===== src/rtl/fetch_queue.sv =====
// Fetch-to-decode instruction queue: circular FIFO of {pc, inst, next_pc} with redirect flush.
// Optional stall/flush counters when FETCH_QUEUE_STATS_EN is defined.
module fetch_queue #(
  parameter  int DEPTH = 2,
  localparam int PTR_W = $clog2(DEPTH)
) (
  input  logic             clk,
  input  logic             rst,
  input  logic             in_valid,
  output logic             in_ready,
  input  logic [31:0]      in_pc,
  input  logic [31:0]      in_inst,
  input  logic [31:0]      in_next_pc,
  input  logic             flush,
  output logic             out_valid,
  input  logic             out_ready,
  output logic [31:0]      out_pc,
  output logic [31:0]      out_inst,
  output logic [31:0]      out_next_pc,
  output logic [PTR_W:0]   count
`ifdef FETCH_QUEUE_STATS_EN
  ,
  output logic [31:0]      stall_cycles,
  output logic [15:0]      flush_count
`endif
);

  localparam logic [PTR_W:0] FULL = (PTR_W+1)'(DEPTH);

  logic [31:0]      r_pc      [DEPTH];
  logic [31:0]      r_inst    [DEPTH];
  logic [31:0]      r_next_pc [DEPTH];
  logic [PTR_W-1:0] r_wr_ptr;
  logic [PTR_W-1:0] r_rd_ptr;
  logic [PTR_W:0]   r_count;

  logic w_push;
  logic w_pop;

  // in_ready looks only at occupancy so out_ready never reaches it combinationally.
  assign in_ready    = (r_count != FULL);
  assign out_valid   = (r_count != '0);
  assign w_push      = in_valid & in_ready;
  assign w_pop       = out_valid & out_ready;
  assign count       = r_count;
  assign out_pc      = r_pc[r_rd_ptr];
  assign out_inst    = r_inst[r_rd_ptr];
  assign out_next_pc = r_next_pc[r_rd_ptr];

  always_ff @(posedge clk) begin
    if (rst) begin
      r_wr_ptr <= '0;
      r_rd_ptr <= '0;
      r_count  <= '0;
      for (int i = 0; i < DEPTH; i++) begin
        r_pc[i]      <= '0;
        r_inst[i]    <= '0;
        r_next_pc[i] <= '0;
      end
    end else if (flush) begin
      // Array contents are left in place; only the bookkeeping is discarded.
      r_wr_ptr <= '0;
      r_rd_ptr <= '0;
      r_count  <= '0;
    end else begin
      if (w_push) begin
        r_pc[r_wr_ptr]      <= in_pc;
        r_inst[r_wr_ptr]    <= in_inst;
        r_next_pc[r_wr_ptr] <= in_next_pc;
        r_wr_ptr            <= r_wr_ptr + 1'b1;
      end
      if (w_pop) begin
        r_rd_ptr <= r_rd_ptr + 1'b1;
      end
      case ({w_push, w_pop})
        2'b10:   r_count <= r_count + 1'b1;
        2'b01:   r_count <= r_count - 1'b1;
        default: r_count <= r_count;
      endcase
    end
  end

`ifdef FETCH_QUEUE_STATS_EN
  logic [31:0] r_stall_cycles;
  logic [15:0] r_flush_count;

  always_ff @(posedge clk) begin
    if (rst) begin
      r_stall_cycles <= '0;
      r_flush_count  <= '0;
    end else begin
      if (in_valid && !in_ready) begin
        r_stall_cycles <= r_stall_cycles + 1'b1;
      end
      if (flush && (r_count != '0)) begin
        r_flush_count <= r_flush_count + 1'b1;
      end
    end
  end

  assign stall_cycles = r_stall_cycles;
  assign flush_count  = r_flush_count;
`endif

endmodule


===== config.mk =====
export PLATFORM = sky130hd
export DESIGN_NAME = fetch_queue
export DESIGN_NICKNAME = d
export VERILOG_FILES = /design/src/rtl/fetch_queue.sv
export SDC_FILE = /design/constraint.sdc
export NUM_CORES = 1
export LEC_CHECK = 0
export ABC_AREA = 1
export ABC_CLOCK_PERIOD_IN_PS = 6700
export CORE_UTILIZATION = 35
export CTS_BUF_LIST = sky130_fd_sc_hd__clkbuf_4 sky130_fd_sc_hd__clkbuf_8
export DETAILED_ROUTE_END_ITERATION = 7
export PLACE_DENSITY = 0.63
export SYNTH_ARGS = -nofsm -noshare
export SYNTH_HDL_FRONTEND = slang
export SYNTH_SLANG_ARGS = --single-unit

===== constraint.sdc =====
create_clock -name clk -period 6.7 [get_ports clk]
set_input_delay 1.34 -clock clk [delete_from_list [all_inputs] [get_ports clk]]
set_output_delay 1.34 -clock clk [all_outputs]
set_load 0.05 [all_outputs]

==> impl_results.md, run 1 <==
- Hold buffers post-CTS: 0
- Final Cycle Share: 0.678
- Sequential share of power: 0.551
- # setup viols final: 0
- DRC Markers: 0
- Layout cells sized above 1: 0.177
- Final ANT Viol Nets: 0
- # rows: 56
- Die Y: 157 microns
- Post-cts sizing count: 0
- Postcts setup bufs: 0
- Rel. slew slack: 0.309
- Hold Fails Final Rpt: 0
- Vias in the first global route: 5,351
- Clock Pin Slew Worst Setup and Hold Paths: 0.11 ns
- M1 WL: around 8000 microns
- Die area: 24,600 sq um
- Ports: ~200
- Psw: approximately 0.74 mW
- Fin Hold WS: just over 0.5 ns
- Initial Utilization: 0.357
- First-pass GRT wire length: 27,300 microns
- H-tree depth: 4
- Post-Syn Nets: 749
- Uppermost layer routed: met5
- P_leak: 4.48 nW
- Post-route clock skew: 0.0158 ns
- Placed Cells: 1,140
- Initial antenna violation count: 1
- CP max FO: 54
- Core box area: approximately 24,000 sq um
- Final cell count without fillers: 1,172
- Final core occ: 0.470
- Mapped Area: 8410 sq um
- RSZ-0062 raised after global routing: false
- Critical path launch point type: register
- Synth-to-Final Area Change: 31.8%
- Iter 0 DRT Violations: 277
- Worst IR Drop VDD: 0.120 mV
- Dpl hpwl: 10,700 microns
- Place WS: 1.78 ns
- Unique masters post-synth: 21
- Shortest period the worst path allows: 4.54 ns
- Critical Path End Type: primary output
- Flop2flop setup slack: 3.51 ns
- Wire length on met2: 8800 microns
- Seq/Total Area, Yosys: 0.698
- Synthesized instance count: around 650
- Design Power: 2.59 mW
- Clock tree root driver cell: clkbuf_8
- Final wirelength: around 18,000 microns
- Design area: between 10,000 and 15,000 sq um
- Number of synthesized register bits: around 200
- GRT Util Overall: 0.148
- Post-route setup slack: 2.16 ns
- Worst skew pair latency: 0.46 ns
- Worst Tran Pin Value: 1.04 ns
- Post-synth top area share: 0.686
- Setup TNS: 0 ns
- TritonRoute pass-1 iters: 4
- Nets@finish: ~940
- Final Max Slew Viols: 0
- Vias: about 5,200
- Max Fclk: 220 MHz
- # Max-Cap Violations: 0
- Routability cong.: 0.714
- CTS tree: built
- Status: completed
- Worst Path Required: about 5.4 ns
- Crit path kind: reg -> out
- Worst Path Arrival: 3.20 ns
- Die Wd: 157 microns
- Switching Share: 0.287
- Wirelength per Cell: between 15 and 20 microns
- Met3 wire length: about 1000 microns
- Largest net degree at the start of global routing: 69
- Pint: 1.85 mW
- Clock power frac: 0.288
- Gr ovfl total: 0
- Warnings, synthesis: 0
- CTS Sinks: 197
- Mapped Avg Cell Area: between 10 and 15 sq um
- # port buffers: 200
- Ant diodes: 0
- Placed instance area: 10,700 sq um
- Hold Crit Class: reg -> reg
- Vias/cell: 4.46
- Synth area leaders: edfxtp_1, mux2_2, nor2_1
- P per Cell Area: between 200 and 250 nW/um^2
- Area leader, netlist: edfxtp_1
- Total CTS buffers: 17
- Clk buf depth: 2
- Combinational Power Share: 0.161
-- final timing paths --
| path | startpoint | end | cells after the start |
|---|---|---|---|
| max reg2reg | count[0] | r_next_pc[1][17] | 5 |
| max | register | out_pc[23] | 3 |
| min reg2reg | r_rd_ptr | r_rd_ptr | 2 |
| min | r_rd_ptr | r_rd_ptr | 2 |
-- registers in the layout, summed over array words and instances, names as in the netlist, named ones only --
signal and flops:
r_rd_ptr 1, count 2, r_next_pc 64, r_wr_ptr 1, r_inst 64, r_pc 64
-- cells by family (layout without fill, tap and decap cells) --
group                    count (synthesis)  count (layout)  share of synthesized area
adder cells (fa/ha/maj)                  1               1                    0.00149
AO/OA/AOI/OAI                            3               3                    0.00179
AND/OR/NAND/NOR                        216             216                      0.103
multiplexers                            96              96                      0.129
buffers and inverters                  134             340                     0.0670
flip-flops                             197             197                      0.698
-- power by group through the flow --
stage / clock, mW / sequential, mW / combinational (mW)
3_3_place_gp: 0 / 1.45 / 0.421
3_5_place_dp: 0 / 1.46 / 0.421
5_1_grt: 0.811 / 1.43 / 0.441
2_1_floorplan: 0 / 1.46 / 0.253
4_1_cts: 0.765 / 1.43 / 0.424
6_report: 0.745 / 1.43 / 0.417
-- critical path, cell delays in order, from the launching register on --
cell,delay [ns]
dfxtp_4,0.86
buf_4,0.64
mux2_2,0.44
clkdlybuf4s50_1,0.71
-- per-layer routing --
metal	global-route usage	up-vias
met3	0.0430	15
met4	0.0383	2
met5	0	-
li1	-	2511
met2	0.251	143
met1	0.185	2559
-- placed cells by master, fill, tap and decap left out --
cell type          n
nand2_2            1
nand3_1            1
dfxtp_4            1
clkinv_8           2
ha_1               1
inv_1            102
nand4_1            1
clkinv_1           1
clkinvlp_4         1
nand4_4            1
nor2_1           190
nor2_2            10
buf_4              5
nand2_1            7
inv_2              1
mux2_2            96
dfxtp_1            4
clkbuf_8          17
nor2_4             1
o21ai_0            2
inv_8              3
inv_6              5
clkinv_4           1
edfxtp_1         192
nand2_4            4
clkinv_2           2
clkdlybuf4s50_1  200
a21oi_1            1
-- Yosys cell counts, drive strengths merged --
master,n
nand3,1
nand4,2
mux2,96
clkbuf,6
o21ai,2
nand2,12
edfxtp,192
ha,1
dfxtp,5
buf,25
a21oi,1
nor2,201
inv,103
-- layout make-up --
type,instances,area [sq um]
sequential,197,5870
fill,2215,12500
multi-input combinational,316,2010
clock inverter,15,140
clock buffer,17,234
timing repair buffer,205,2040
tap,319,399
inverter,103,387
Power figures use the tool's default switching activity.
==> run 2, diff against run 1 <==
ABC_CLOCK_PERIOD_IN_PS = 3700   (was 6700)
PLACE_DENSITY = 0.65   (was 0.63)
clock period = 3.7 ns   (was 6.7 ns; I/O delays follow)
==> run 2 against run 1 <==
Against the previous run:
- setup slack worse by 1.7 ns
- flip-flop and latch count unchanged
- critical path type unchanged
- clock-buffer cell count up 1
- clock power up 77%
- design area up 0.71%
- core utilization up 0.33 points
==> impl_results.md, run 2 (synthesis results as in run 1) <==
- Status: completed
- Largest net degree at the start of global routing: 98
- Nets@finish: approximately 950
- CP max FO: 24
- Initial Utilization: 0.357
- Ant diodes: 0
- Flop2flop setup slack: around 1.7 ns
- Routability cong.: 0.701
- Postcts setup bufs: 0
- Hold Crit Class: reg -> reg
- RR Startpoint: count[0]
- RSZ-0062 raised after global routing: false
- Vias: 5,162
- # setup viols final: 0
- CTS Sinks: 197
- H-tree depth: 4
- Ports: 201
- Hold Fails Final Rpt: 0
- Layout cells sized above 1: 0.181
- Clk buf depth: 2
- Worst Tran Pin Value: 0.638 ns
- Design area: 11,200 sq um
- # Max-Cap Violations: 0
- Worst Path Arrival: 2.51 ns
- Shortest period the worst path allows: roughly 3.3 ns
- Die area: 24,600 sq um
- FILL cells: 2,195
- Largest registers: r_inst (64), r_next_pc (64), r_pc (64)
- Final Cycle Share: 0.878
- Fin Hold WS: approximately 0.53 ns
- Critical Path End Type: primary output
- Iter 0 DRT Violations: roughly 190
- Hold buffers post-CTS: 0
- P per Cell Area: 418 nW/um^2
- GRT Util Overall: 0.144
- Worst skew pair latency: 0.45 ns
- Clock Pin Slew Worst Setup and Hold Paths: 0.10 ns
- First-pass GRT wire length: ~26,000 microns
- Worst Path Required: 2.96 ns
- Max Fclk: 308 MHz
- Placed instance area: around 11,000 sq um
- Rel. slew slack: 0.574
- Clock tree root driver cell: clkbuf_8
- Commonest non-fill, non-tap cell in the layout: clkdlybuf4s50_1
- Initial antenna violation count: 0
- Final ANT Viol Nets: 0
- Wirelength per Cell: around 15 microns
- Worst hold start: r_rd_ptr
- Gr ovfl total: 0
- Core box area: 23,500 sq um
- Total CTS buffers: 17
- Final core occ: 0.474
- DRC Markers: 0
- # port buffers: 200
- Cells on Worst Hold Path: 2
- Final Max Slew Viols: 0
- Die Wd: 157 microns
- Die Y: approximately 160 microns
- Commonest non-fill, non-tap cells in the layout: clkdlybuf4s50_1, edfxtp_1, nor2_1
- Vias/cell: about 4.4
- Reg2reg path depth: 5
- Synth-to-Final Area Change: 32.7%
- Post-route clock skew: roughly 0.013 ns
- Worst IR Drop VDD: roughly 0.19 mV
- TritonRoute pass-1 iters: 4
- Final wirelength: 17,400 microns
- Vias in the first global route: slightly above 5,000
- Crit path kind: reg -> out
- Worst R2R End: r_pc[1][9]
- P_leak: ~4.5 nW
- Dpl hpwl: 10,600 microns
- Post-cts sizing count: 0
- Critical path launch point type: register
- # rows: between 50 and 60
- Design Power: roughly 4.7 mW
- Setup TNS: 0 ns
- CTS tree: built
## run 2: through the flow
step / worst slack [ns] / cells
floorplan: 0.604 / 647
global placement: 0.707 / 1145
detailed placement: 0.675 / 1145
CTS: 0.355 / 1176
global route: 0.308 / 1176
finish: 0.450 / 1176
## run 2: layout make-up
cell class              instances  area [sq um]  share of cell area
inverters                     103           387              0.0347
clock inverters                13           124              0.0111
flip-flops and latches        197          5870               0.526
well taps                     319           399              0.0358
clock buffers                  18           241              0.0217
repair buffers                210          2130               0.191
multi-input cells             316          2010               0.180
## run 2: worst max-delay path by stage
stage	slack (ns)	to	startpoint
after floorplan	0.60	r_inst[0][0]	count[0]
after global placement	0.71	r_pc[1][3]	rst
after detailed placement	0.67	r_pc[1][3]	rst
after CTS	0.35	out_next_pc[25]	register
after global routing	0.31	out_next_pc[25]	register
final	0.45	out_pc[2]	register
## run 2: critical path: stages (launching register included)
cell             delay (ns)
dfxtp_4                0.55
buf_4                  0.40
mux2_2                 0.40
clkdlybuf4s50_1        0.70
## run 2: where the power goes
group	switching [mW]	leakage, nW	total [mW]	internal [mW]
combinational	0.467	2.28	0.765	0.299
clock	0.774	0.175	1.32	0.547
sequential	0.0257	2.05	2.58	2.55
total	1.27	4.50	4.67	3.40
## run 2: routing by layer
layer	track usage	vias to the layer above	wire length (microns)
li1	-	2522	-
met1	0.173	2470	7380
met2	0.257	151	8820
met3	0.0275	19	940
met4	0.0546	0	286
met5	0	-	0
